File: src/rtl/stopwatch_pkg.sv
// Shared types and constants for the stopwatch controller.
package stopwatch_pkg;

  localparam int unsigned CountW = 7;

  typedef enum logic [1:0] {
    StIdle    = 2'd0,
    StRunning = 2'd1,
    StPaused  = 2'd2,
    StLap     = 2'd3
  } state_e;

endpackage

File: src/rtl/btn_conditioner.sv
// Raw button -> synchronised (optionally debounced) level -> one-cycle rising-edge pulse.
// Debounce filter is built only when STOPWATCH_CTRL_DEBOUNCE_EN is defined.
module btn_conditioner
`ifdef STOPWATCH_CTRL_DEBOUNCE_EN
  #(
    parameter int unsigned DEBOUNCE_CYCLES = 16
  )
`endif
  (
    input  logic clk,
    input  logic reset,
    input  logic btn_i,
    output logic pulse_o
  );

  logic sync1_q, sync2_q;
  logic level;
  logic prev_q, pulse_q;

  always_ff @(posedge clk or posedge reset) begin
    if (reset) begin
      sync1_q <= 1'b0;
      sync2_q <= 1'b0;
      prev_q  <= 1'b0;
      pulse_q <= 1'b0;
    end else begin
      sync1_q <= btn_i;
      sync2_q <= sync1_q;
      prev_q  <= level;
      pulse_q <= level & ~prev_q;
    end
  end

`ifdef STOPWATCH_CTRL_DEBOUNCE_EN
  localparam int unsigned DbW = $clog2(DEBOUNCE_CYCLES + 1);

  logic           filt_q, filt_d;
  logic [DbW-1:0] db_cnt_q, db_cnt_d;

  // Any sample equal to the filtered level restarts the run of differing samples.
  always_comb begin
    filt_d   = filt_q;
    db_cnt_d = '0;
    if (sync2_q != filt_q) begin
      if (db_cnt_q == DbW'(DEBOUNCE_CYCLES - 1)) begin
        filt_d = sync2_q;
      end else begin
        db_cnt_d = db_cnt_q + DbW'(1);
      end
    end
  end

  always_ff @(posedge clk or posedge reset) begin
    if (reset) begin
      filt_q   <= 1'b0;
      db_cnt_q <= '0;
    end else begin
      filt_q   <= filt_d;
      db_cnt_q <= db_cnt_d;
    end
  end

  assign level = filt_q;
`else
  assign level = sync2_q;
`endif

  assign pulse_o = pulse_q;

endmodule

File: src/rtl/stopwatch_ctrl.sv
// Stopwatch controller: button conditioning, run/pause/lap FSM, prescaler and wrapping counter.
// Define STOPWATCH_CTRL_DEBOUNCE_EN to add a counter debounce filter on each button.
module stopwatch_ctrl
  import stopwatch_pkg::*;
#(
  parameter int unsigned CLK_DIV         = 1000000,
  parameter int unsigned MAX_COUNT       = 99,
  parameter int unsigned DEBOUNCE_CYCLES = 16
) (
  input  logic              clk,
  input  logic              reset,
  input  logic              btn_start_stop,
  input  logic              btn_lap,
  input  logic              btn_clear,
  output logic [CountW-1:0] count,
  output logic [CountW-1:0] disp_value,
  output logic [1:0]        state,
  output logic              running,
  output logic              tick,
  output logic              wrap
);

  localparam int unsigned       PrescW     = $clog2(CLK_DIV);
  localparam logic [PrescW-1:0] PrescLast  = PrescW'(CLK_DIV - 1);
  localparam logic [CountW-1:0] CountMax   = CountW'(MAX_COUNT);

  if (CLK_DIV < 2 || MAX_COUNT > 127 || DEBOUNCE_CYCLES < 1) begin : g_bad_param
    $error("stopwatch_ctrl: parameter out of range");
  end

  logic ss_ev, lap_ev, clr_ev;

`ifdef STOPWATCH_CTRL_DEBOUNCE_EN
  btn_conditioner #(.DEBOUNCE_CYCLES(DEBOUNCE_CYCLES)) u_btn_ss (
    .clk(clk), .reset(reset), .btn_i(btn_start_stop), .pulse_o(ss_ev)
  );
  btn_conditioner #(.DEBOUNCE_CYCLES(DEBOUNCE_CYCLES)) u_btn_lap (
    .clk(clk), .reset(reset), .btn_i(btn_lap), .pulse_o(lap_ev)
  );
  btn_conditioner #(.DEBOUNCE_CYCLES(DEBOUNCE_CYCLES)) u_btn_clr (
    .clk(clk), .reset(reset), .btn_i(btn_clear), .pulse_o(clr_ev)
  );
`else
  btn_conditioner u_btn_ss (
    .clk(clk), .reset(reset), .btn_i(btn_start_stop), .pulse_o(ss_ev)
  );
  btn_conditioner u_btn_lap (
    .clk(clk), .reset(reset), .btn_i(btn_lap), .pulse_o(lap_ev)
  );
  btn_conditioner u_btn_clr (
    .clk(clk), .reset(reset), .btn_i(btn_clear), .pulse_o(clr_ev)
  );
`endif

  state_e              state_q, state_d;
  logic [PrescW-1:0]   presc_q, presc_d;
  logic [CountW-1:0]   count_q, count_d;
  logic [CountW-1:0]   lap_q, lap_d;
  logic                run, term;

  assign run  = (state_q == StRunning) || (state_q == StLap);
  assign term = run && (presc_q == PrescLast);

  always_comb begin
    state_d = state_q;
    presc_d = presc_q;
    count_d = count_q;
    lap_d   = lap_q;

    // The tick on a terminal cycle is honoured even if the state changes on this edge.
    if (run) begin
      if (term) begin
        presc_d = '0;
        count_d = (count_q == CountMax) ? '0 : count_q + CountW'(1);
      end else begin
        presc_d = presc_q + PrescW'(1);
      end
    end

    // start_stop > clear > lap: lap only acts when no higher event is present.
    case (state_q)
      StIdle: begin
        if (ss_ev) state_d = StRunning;
      end
      StRunning: begin
        if (ss_ev) begin
          state_d = StPaused;
        end else if (lap_ev && !clr_ev) begin
          state_d = StLap;
          lap_d   = count_q;
        end
      end
      StLap: begin
        if (ss_ev) begin
          state_d = StPaused;
        end else if (lap_ev && !clr_ev) begin
          state_d = StRunning;
        end
      end
      StPaused: begin
        if (ss_ev) begin
          state_d = StRunning;
        end else if (clr_ev) begin
          state_d = StIdle;
          count_d = '0;
          presc_d = '0;
          lap_d   = '0;
        end
      end
      default: state_d = StIdle;
    endcase
  end

  always_ff @(posedge clk or posedge reset) begin
    if (reset) begin
      state_q <= StIdle;
      presc_q <= '0;
      count_q <= '0;
      lap_q   <= '0;
    end else begin
      state_q <= state_d;
      presc_q <= presc_d;
      count_q <= count_d;
      lap_q   <= lap_d;
    end
  end

  assign count      = count_q;
  assign disp_value = (state_q == StLap) ? lap_q : count_q;
  assign state      = state_q;
  assign running    = run;
  assign tick       = term;
  assign wrap       = term && (count_q == CountMax);

endmodule

File: config.mk
export PLATFORM = sky130hd
export DESIGN_NAME = stopwatch_ctrl
export DESIGN_NICKNAME = d
export VERILOG_FILES = /design/src/rtl/stopwatch_pkg.sv /design/src/rtl/btn_conditioner.sv /design/src/rtl/stopwatch_ctrl.sv
export SDC_FILE = /design/constraint.sdc
export NUM_CORES = 1
export LEC_CHECK = 0
export CORE_UTILIZATION = 45
export DETAILED_ROUTE_END_ITERATION = 8
export PLACE_DENSITY = 0.68
export SLEW_MARGIN = 10
export SYNTH_ARGS = -nofsm -noshare
export SYNTH_HDL_FRONTEND = slang
export SYNTH_HIERARCHICAL = 1
export SYNTH_SLANG_ARGS = --single-unit
File: constraint.sdc
create_clock -name clk -period 1.7 [get_ports clk]
set_input_delay 0.34 -clock clk [delete_from_list [all_inputs] [get_ports clk]]
set_output_delay 0.34 -clock clk [all_outputs]
set_load 0.005 [all_outputs]
==> run_results.csv <==
group,metric,value,unit
cts,cts_tree,"yes",
cts,root_buffer,"clkbuf_8",
yosys,synthFlopType,"dfrtp_1",
cts,cts.htree.levels,2,
sta,setup_viol,27,
critical_path,slowest_stage,"dfrtp_1",
detailed_routing,vias_per_cell,5.470,
yosys,synth_edf_count,0,
global_routing,grt_util_all_layers,0.2145,
critical_path,cp.arrival,1.62,ns
final_layout,layout_commonest_cell,"buf_4",
yosys,syn_avg_cell_area,10.01,um^2
placed_design,gp_congestion,0.8033,
placed_design,portBuffers,23,
floorplan,pin_count,24,
sta,slew_viol_final,0,
placed_design,placed_area,3044,um^2
critical_path,start_kind,"flip-flop",
sta,period_minus_slack,1.962,ns
yosys,synth-seq-cells,48,
global_routing,use_met3,0.05285,
power,power_leakage,1.600,nW
floorplan,num_rows,25,
final_layout,drive_above_1_share,0.3576,
detailed_routing,vias,2095,
floorplan,initial_utilization,0.4821,
yosys,synth-seq-area-share,0.5106,
status,violations,"setup timing",
critical_path,startpoint,"presc_q[7]$_DFF_PP0_",
flow_run,maxCapViolations,0,
global_routing,grt_overflow,0,
sta,finalCritPeriodShare,1.154,
worst_hold_path,hp-class,"in -> async",
critical_path,crit_buf_inv,2,
global_routing,top_usage_layer,"met2",
floorplan,die_y,74.30,um
floorplan,die_area,5520,um^2
cts,clock-sinks,48,
critical_path,cpPeakStageDelay,0.42,ns
critical_path,worst-setup-path-type,"reg -> out",
sta,clock.fmax,509.7,MHz
sta,worstMarginPinSlew,0.3687,ns
final_layout,insertedDiodeCount,0,
cts,holdBufCountCts,0,
global_routing,grt_pass1_vias,1944,
sta,grt_setup_unrepaired,"yes",
critical_path,cp-end-kind,"output port",
detailed_routing,antenna_left,0,
yosys,ys_types,42,
global_routing,met2_usage,0.3444,
critical_path,required,1.36,ns
final_layout,layout.nets,322,
critical_path,reg2reg_from,"presc_q[1]$_DFF_PP0_",
global_routing,use_met1,0.2892,
yosys,syn_area,2352,um^2
yosys,synth_warnings,6,
placed_design,hpwl,3568,um
final_layout,areaGrowthSynthToFinish,46.44,%
yosys,synthesis.instances,235,
power,power,0.003340,W
power,peakVddDrop,0.0007529,V
detailed_routing,finalWirelength,5735,um
power,p_per_area,969.7,nW/um^2
sta,maxSlewHeadroom,0.7542,
yosys,synthArstFlopShare,1.000,
cts,path_clk_slew,0.09,ns
final_layout,final_cell_mix,"53 x buf_4, 47 x dfrtp_1, 28 x nand2_1, 15 x nand3_1, 14 x o21ai_0",
global_routing,grt_antenna_before_repair,0,
critical_path,critical-path-top-delay-family,"simple AND/OR/NAND/NOR gates",
floorplan,core,4880,um^2
cts,cts_made_buffers,5,
critical_path,worstPathMaxFanout,2,
detailed_routing,firstDrtPassIters,4,
detailed_routing,drc,0,
detailed_routing,dr.first_iter.drc_count,141,
global_routing,grt_max_degree,37,
cts,clock_latency,0.31,ns
cts,cts_buffer_depth,2,
critical_path,crit_chain,"nor4_4 > nand4b_1 > buf_4 > nor3_4 > buf_2",
sta,hold_violations,0,
detailed_routing,wl_per_cell,14.97,um
global_routing,grt_pass1_wl,8949,um
final_layout,finish.instance_area,3445,um^2
status,status,"finished, violations left",
sta,finClkSkew,0.01183,ns
yosys,syn_nets,242,
floorplan,dieWidth,74.30,um
sta,worst_slack,-0.2621,ns
kinds of logic (layout without fill, tap and decap cells):
kind of cell    Yosys count  count (layout)  synth area share
simple gates            104             104            0.2575
compound gates           43              43            0.1106
flops                    48              48            0.5106
buf+inv                  19             100           0.03245
xor+xnor                 12              12           0.04468
fa+ha+maj                 2               2           0.01064
mux                       7               7           0.03351
routing by layer:
metal / wire [um] / vias to the layer above
li1: - / 1006
met1: 2586 / 1046
met2: 2933 / 37
met3: 162 / 6
met4: 54 / 0
met5: 0 / -
synth_stat cells (3+ instances only):
cell type | count | area (um^2)
a211oi_1 | 4 | 30.03
a21oi_1 | 8 | 40.04
and3_1 | 3 | 18.77
clkbuf_1 | 10 | 37.54
dfrtp_1 | 48 | 1201
inv_1 | 7 | 26.28
mux2_2 | 7 | 78.83
nand2_1 | 30 | 112.6
nand3_1 | 16 | 80.08
nand4_1 | 4 | 25.02
nor2_1 | 13 | 48.80
nor2b_4 | 3 | 41.29
nor4_1 | 7 | 43.79
o21ai_0 | 18 | 90.09
o31ai_1 | 3 | 22.52
or3_1 | 8 | 50.05
xnor2_1 | 6 | 52.55
xor2_1 | 6 | 52.55
where the power goes:
part / switching, W / internal, W / leakage, nW
logic: 0.000493 / 0.000541 / 0.897
clock network: 0.000403 / 0.000592 / 0.0687
registers: 0.0000702 / 0.00124 / 0.635
total: 0.000967 / 0.00237 / 1.60
timing repair:
item	4_1_cts	5_1_grt
gates cloned	0	0
pin swaps	9	6
gates resized for setup	68	19
endpoints found under the setup margin	20	38
setup buffers	10	7
flip-flops by register name, indices dropped and copies added (netlist names):
signal and cells:
u_btn_clr/sync1_q 1, u_btn_ss/sync1_q 1, u_btn_clr/prev_q 1, state 2
u_btn_lap/level 1, u_btn_lap/prev_q 1, u_btn_lap/pulse_o 1, u_btn_clr/level 1
u_btn_lap/sync1_q 1, u_btn_ss/pulse_o 1, u_btn_ss/level 1, presc_q 20
u_btn_ss/prev_q 1, lap_q 7, u_btn_clr/pulse_o 1, count 7
worst paths after layout:
kind | endpoint | slack [ns] | depth (start not counted)
max in group asynchronous | state[0]$_DFFE_PP0P_ | 1.04 | 3
setup reg to reg | presc_q[18]$_DFF_PP0_ | -0.14 | 6
setup / recovery | wrap | -0.26 | 5
hold reg to reg | u_btn_ss/level$_DFF_PP0_ | 0.36 | 0
hold / removal | u_btn_ss/level$_DFF_PP0_ | 0.30 | 2
min in group clk | u_btn_ss/level$_DFF_PP0_ | 0.36 | 0
metrics by stage:
stage          utilization  TNS (ns)  setup WS (ns)  std cells  hold slack [ns]
2_1_floorplan            -   -0.3411       -0.09004        235           0.1061
3_3_place_gp        0.6238    -2.061        -0.3826        361           0.3341
3_5_place_dp        0.6238    -2.139        -0.3706        361           0.3371
4_1_cts             0.6813    -4.601        -0.2718        378           0.2913
5_1_grt             0.7059    -4.123        -0.3574        383           0.3149
6_report            0.7059    -1.493        -0.2621        383           0.2966
final cells by class:
cell class,count,area (um^2)
Tap cell,67,83.83
Fill cell,359,1435
Timing Repair Buffer,85,759.5
Sequential cell,48,1202
Inverter,7,26.28
Clock buffer,5,68.82
Multi-Input combinational cell,168,1235
Clock inverter,3,68.82
(Power assumes the default switching activity.)
